==> config.mk <==
export PLATFORM = sky130hd
export DESIGN_NAME = rf_param_clr
export DESIGN_NICKNAME = d
export VERILOG_FILES = /design/src/rtl/rf_pkg.sv /design/src/rtl/rf_clear_seq.sv /design/src/rtl/rf_param_clr.sv
export SDC_FILE = /design/constraint.sdc
export NUM_CORES = 1
export LEC_CHECK = 0
export ABC_CLOCK_PERIOD_IN_PS = 1700
export BUFFER_PORTS_ARGS = -buffer_cell sky130_fd_sc_hd__buf_2
export CAP_MARGIN = 40
export CORE_MARGIN = 4
export CORE_UTILIZATION = 35
export CTS_CLUSTER_SIZE = 10
export DETAILED_ROUTE_END_ITERATION = 6
export PLACE_DENSITY = 0.5
export SLEW_MARGIN = 20
export SYNTH_ARGS = -nofsm -noshare
export SYNTH_HDL_FRONTEND = slang
export SYNTH_SLANG_ARGS = --single-unit
==> constraint.sdc <==
create_clock -name clk_n -period 1.7 [get_ports clk_n]
set_clock_uncertainty 0.1 [all_clocks]
set_input_delay 0 -clock clk_n [delete_from_list [all_inputs] [get_ports clk_n]]
set_output_delay 0 -clock clk_n [all_outputs]
set_load 0.005 [all_outputs]
==> src/rtl/rf_pkg.sv <==
// rf_pkg: shared constants for the parametrised register file.
//   - Default geometry (RF_WIDTH_DEF x RF_DEPTH_DEF) used by rf_param_clr.
//   - Clear-engine state encoding. The states are plain localparam constants,
//     and an enum with the same encoding is provided so a checker can cast the
//     engine's debug state output to a readable name.
package rf_pkg;

  localparam int RF_WIDTH_DEF = 16;
  localparam int RF_DEPTH_DEF = 8;

  localparam logic [1:0] ST_IDLE  = 2'd0;
  localparam logic [1:0] ST_CLEAR = 2'd1;
  localparam logic [1:0] ST_DONE  = 2'd2;

  typedef enum logic [1:0] {
    CLR_IDLE  = 2'd0,
    CLR_CLEAR = 2'd1,
    CLR_DONE  = 2'd2
  } clr_state_e;

endpackage

==> src/rtl/rf_clear_seq.sv <==
// rf_clear_seq: bulk-clear sequencer for rf_param_clr.
// It walks a pointer over every entry, one entry per cycle, and then pulses
// done for a single cycle.
// Ports:
//   clk_i       clock (rising edge)
//   rst_ni      asynchronous active-low reset
//   clr_req_i   clear request; only looked at in IDLE
//   clr_we_o    clear-write enable towards the array (high in CLEAR)
//   clr_addr_o  entry being cleared this cycle
//   clr_busy_o  high while the engine is walking the array
//   clr_done_o  one-cycle pulse after the last entry has been cleared
//   state_o     current FSM state (debug; encoding in rf_pkg)
// Handshake: a request accepted in IDLE gives DEPTH busy cycles followed by
// one done cycle. Requests seen while busy or done are dropped, not queued.
module rf_clear_seq
  import rf_pkg::*;
#(
  parameter int DEPTH = RF_DEPTH_DEF,
  parameter int AW    = $clog2(DEPTH)
) (
  input  logic          clk_i,
  input  logic          rst_ni,
  input  logic          clr_req_i,
  output logic          clr_we_o,
  output logic [AW-1:0] clr_addr_o,
  output logic          clr_busy_o,
  output logic          clr_done_o,
  output logic [1:0]    state_o
);

  localparam logic [AW-1:0] LAST = AW'(DEPTH - 1);

  logic [1:0]    state_q, state_d;
  logic [AW-1:0] ptr_q, ptr_d;

  always_comb begin
    state_d = state_q;
    ptr_d   = ptr_q;
    case (state_q)
      ST_IDLE: begin
        if (clr_req_i) begin
          state_d = ST_CLEAR;
          ptr_d   = '0;
        end
      end
      ST_CLEAR: begin
        if (ptr_q == LAST) begin
          state_d = ST_DONE;
          ptr_d   = '0;
        end else begin
          ptr_d = ptr_q + AW'(1);
        end
      end
      ST_DONE: state_d = ST_IDLE;
      default: state_d = ST_IDLE;
    endcase
  end

  always_ff @(posedge clk_i or negedge rst_ni) begin
    if (!rst_ni) begin
      state_q <= ST_IDLE;
      ptr_q   <= '0;
    end else begin
      state_q <= state_d;
      ptr_q   <= ptr_d;
    end
  end

  assign clr_we_o   = (state_q == ST_CLEAR);
  assign clr_addr_o = ptr_q;
  assign clr_busy_o = (state_q == ST_CLEAR);
  assign clr_done_o = (state_q == ST_DONE);
  assign state_o    = state_q;

endmodule

==> src/rtl/rf_param_clr.sv <==
// rf_param_clr: parametrised register file. It has one synchronous write
// port, two combinational read ports, an optional hard-wired zero entry and
// a sequenced bulk clear.
// Ports:
//   clk_n          clock; all state changes on its rising edge
//   rst_n          asynchronous active-low reset (zeroes every entry)
//   WE/Waddr/WData write port; the write is dropped if the address is out of
//                  range, if the clear engine is busy, or if the target is the
//                  protected zero entry
//   Aaddr/AData    read port A (combinational; out-of-range address reads 0)
//   Baddr/BData    read port B (combinational; out-of-range address reads 0)
//   clr_req        bulk-clear request (accepted in IDLE only)
//   clr_busy       high while entries are being cleared
//   clr_done       one-cycle pulse when the clear completes
// Compile option: RF_BYPASS_EN forwards an accepted write to a read port
// that addresses the same entry in the same cycle.
module rf_param_clr
  import rf_pkg::*;
#(
  parameter  int WIDTH    = RF_WIDTH_DEF,
  parameter  int DEPTH    = RF_DEPTH_DEF,
  parameter  int ZERO_REG = 0,
  localparam int AW       = $clog2(DEPTH)
) (
  input  logic             clk_n,
  input  logic             rst_n,
  input  logic             WE,
  input  logic [AW-1:0]    Waddr,
  input  logic [WIDTH-1:0] WData,
  input  logic [AW-1:0]    Aaddr,
  input  logic [AW-1:0]    Baddr,
  output logic [WIDTH-1:0] AData,
  output logic [WIDTH-1:0] BData,
  input  logic             clr_req,
  output logic             clr_busy,
  output logic             clr_done
);

  logic [WIDTH-1:0] mem_q [DEPTH];

  logic          clr_we;
  logic [AW-1:0] clr_addr;
  logic [1:0]    clr_state;
  logic          wr_ok;
  logic [WIDTH-1:0] a_stored, b_stored;

  // An address is usable when it lies inside the array and is not the
  // protected zero entry.
  function automatic logic addr_ok(input logic [AW-1:0] addr);
    logic in_range;
    in_range = ({1'b0, addr} < (AW + 1)'(DEPTH));
    return in_range && !((ZERO_REG != 0) && (addr == '0));
  endfunction

  rf_clear_seq #(
    .DEPTH (DEPTH),
    .AW    (AW)
  ) u_clear_seq (
    .clk_i      (clk_n),
    .rst_ni     (rst_n),
    .clr_req_i  (clr_req),
    .clr_we_o   (clr_we),
    .clr_addr_o (clr_addr),
    .clr_busy_o (clr_busy),
    .clr_done_o (clr_done),
    .state_o    (clr_state)
  );

  assign wr_ok = WE && !clr_busy && addr_ok(Waddr);

  // Writes are blocked while the engine is busy, so the two write sources
  // never compete for the same edge.
  always_ff @(posedge clk_n or negedge rst_n) begin
    if (!rst_n) begin
      for (int i = 0; i < DEPTH; i++) mem_q[i] <= '0;
    end else if (clr_we) begin
      mem_q[clr_addr] <= '0;
    end else if (wr_ok) begin
      mem_q[Waddr] <= WData;
    end
  end

  assign a_stored = addr_ok(Aaddr) ? mem_q[Aaddr] : '0;
  assign b_stored = addr_ok(Baddr) ? mem_q[Baddr] : '0;

`ifdef RF_BYPASS_EN
  assign AData = (wr_ok && (Waddr == Aaddr)) ? WData : a_stored;
  assign BData = (wr_ok && (Waddr == Baddr)) ? WData : b_stored;
`else
  assign AData = a_stored;
  assign BData = b_stored;
`endif

  // The busy/done outputs must always agree with the engine state.
  busy_matches_state: assert property (@(posedge clk_n) disable iff (!rst_n)
    (clr_busy == (clr_state == ST_CLEAR)) && (clr_done == (clr_state == ST_DONE)));

endmodule
==> results.cfg <==
[status]
outcome = complete, but fails checks
violations = setup timing

[grt]
grt_pass1_wl_mm = 32.2
met3_usage_pct = 4.53
antenna_found_initial = 0
globalRouteOverflowTotal = 0
grt_max_degree = 36
grtUsageTotal_pct = 19.2
grt_util_met1_pct = 27.0
globalRouteMet2Util_pct = 30.5
busiest_layer = met2
grt_pass1_vias = 5346

[synthesis]
ys_seq_area_share_pct = 47.6
syn_nets = 489
yosys_most_used_dff = dfrtp_1
yosysWarningCount = 0
synthCells = 458
synth_edf_count = 0
synth_area_sq_mm = 0.00699
ys_seq_elements = 133
synth_cell_types = 30
ys_async_sr_fraction_pct = 100
syn_area_per_cell_sq_um = 15.3

[drt]
wire_per_inst_um = 24.7
drcViolationCount = 0
wirelength_mm = 21.1
viasPerCell = 5.92
vias = 5041
drt-initial-drc-count = 370
drt_pass1_iterations = 5
drt.antenna.violating_nets = 0

[placement]
gp_congestion = 0.785
portBuffers = 62
dpl_worst_slack_ps = -223
dp_cells = 770
dp_hpwl_mm = 13.1

[power]
power_density_mw_per_mm2 = 1550
leakage_nw = 4.27
ir_worst_vdd_mv = 0.644
p_sw_share_pct = 30.9
switching_power_w = 0.00442
intPower_w = 0.00986
clkPwrFrac_pct = 25.8
p_seq_share_pct = 35.9
combPwrFrac_pct = 38.3

[clocking]
cts_buffers = 17
clk_pin_slew_ps = 60
insertion_delay_ps = 420
h-tree-depth = 4
cts_root_buffer = clkbuf_16
clk_path_buf_depth = 2
cts_tree = built
cts_num_sinks = 133

[critical_path]
r2r_end = mem_q[115]
cp-end-kind = output pin
reg2reg_slack_ps = 70
crit_type = register to output pin
cp_data_required_time_ps = 1600
crit_fanout = 3
worstRegToRegCells = 6
startpoint_type = register
timing.rr.start = u_clear_seq.state_o[0]
worst_ep_arrival_time_ps = 1730

[hold_path]
hp-class = input pin to async pin

[sta]
period_needed_ps = 1830
fin_crit_sh_pct = 108
finalSetupViolCount = 32
hold_viol_final = 0
rsz0062_at_grt = true
tightest_slew_ps = 538
relSlewSlack_pct = 64.1
final_max_slew_viol_count = 0
fmax_ghz = 0.547
whs_ps = 11.5
setup_ws_ps = -129

[layout]
layout_common_cells = dfrtp_1, a22o_1, mux4_2
num_antenna_cells = 0
area_delta_synth_final_pct = 32.2
final_common_cell = dfrtp_1
final_util_pct = 47.3
layout-drive-gt1-share_pct = 47.9
final_cells = 852
final_nets = 605

[die]
core_region_area_sq_mm = 0.0195
die_w_um = 149
fp-row-count = 51
initial_core_util_pct = 35.8
die_h_um = 149
ioPinCount = 63
die_area_sq_mm = 0.0223

[run]
max_cap_violations = 0
-- per-stage QoR --
stage                     instance area (sq um)  TNS [ps]  total power, W
after floorplan                            6990         0         0.00789
after global placement                     7870     -3370         0.00935
after detailed placement                   7870     -4460         0.00951
after CTS                                  9060     -3690          0.0140
after global routing                       9240     -4570          0.0150
final                                      9240     -3030          0.0143
-- power groups by stage --
stage / Clock, W / Combinational [W] / Sequential [W]
floorplan: 0 / 0.00300 / 0.00489
global placement: 0 / 0.00429 / 0.00507
detailed placement: 0 / 0.00438 / 0.00513
CTS: 0.00374 / 0.00516 / 0.00511
global route: 0.00391 / 0.00581 / 0.00526
finish: 0.00368 / 0.00547 / 0.00512
-- flip-flops by register name, summed over array words and instances (netlist names) --
name and count:
u_clear_seq.clr_addr_o 3, u_clear_seq.state_o 2, mem_q 128
-- worst max-delay path: stages (launching register included) --
cell	delay, ps
dfrtp_1	410
mux4_2	500
mux2_4	290
buf_6	120
-- what timing repair did --
action / 4_1_cts / 5_1_grt
setup endpoints to repair: 64 / 91
setup buffers: 15 / 17
hold buffers: 18 / 0
pin swaps: 1 / 1
gates resized for setup: 59 / 7
hold endpoints to repair: 265 / 0
-- synth_stat cells, types with 3 or more instances --
cell type | n | area [sq um]
a22o_1 | 130 | 1140
a32oi_2 | 7 | 114
and3_1 | 7 | 43.8
and3b_1 | 3 | 26.3
buf_1 | 19 | 71.3
buf_2 | 16 | 80.1
buf_4 | 12 | 90.1
clkbuf_1 | 7 | 26.3
clkbuf_2 | 3 | 15.0
dfrtp_1 | 133 | 3330
mux2_2 | 32 | 360
mux4_2 | 64 | 1440
nor2_1 | 3 | 11.3
nor2b_1 | 3 | 18.8
-- metal layers --
metal | wire (um) | vias to the layer above
li1 | - | 2100
met1 | 9470 | 2728
met2 | 10200 | 193
met3 | 1210 | 20
met4 | 238 | 0
met5 | 0 | -
-- layout make-up --
cell class / count / area (sq um)
flip-flops and latches: 133 / 3330
clock buffers: 20 / 457
repair buffers: 157 / 1530
inverters: 3 / 13.8
multi-input cells: 262 / 3450
fillers: 1737 / 10300
clock inverters: 12 / 129
well taps: 265 / 332
-- worst max-delay path by stage --
stage                            from         to  slack [ps]  cells past startpoint
2_1_floorplan  u_clear_seq.state_o[1]  mem_q[86]         160                      5
5_1_grt                     mem_q[79]  BData[15]        -180                      3
4_1_cts                     mem_q[79]  BData[15]        -150                      3
6_report                     mem_q[1]   BData[1]        -130                      3
3_5_place_dp   u_clear_seq.state_o[0]  mem_q[96]        -220                      3
3_3_place_gp   u_clear_seq.state_o[0]  mem_q[98]        -170                      3
-- cells by family (layout without fill, tap and decap cells) --
family	after synthesis	count (layout)	synth area share [%]
AO/OA/AOI/OAI	140	140	18.6
AND/OR/NAND/NOR	23	23	2.70
buffers and inverters	63	192	4.85
adder cells (fa/ha/maj)	2	2	0.358
multiplexers	97	97	25.9
flip-flops	133	133	47.6
No activity file was read; power rests on OpenSTA's default activity.
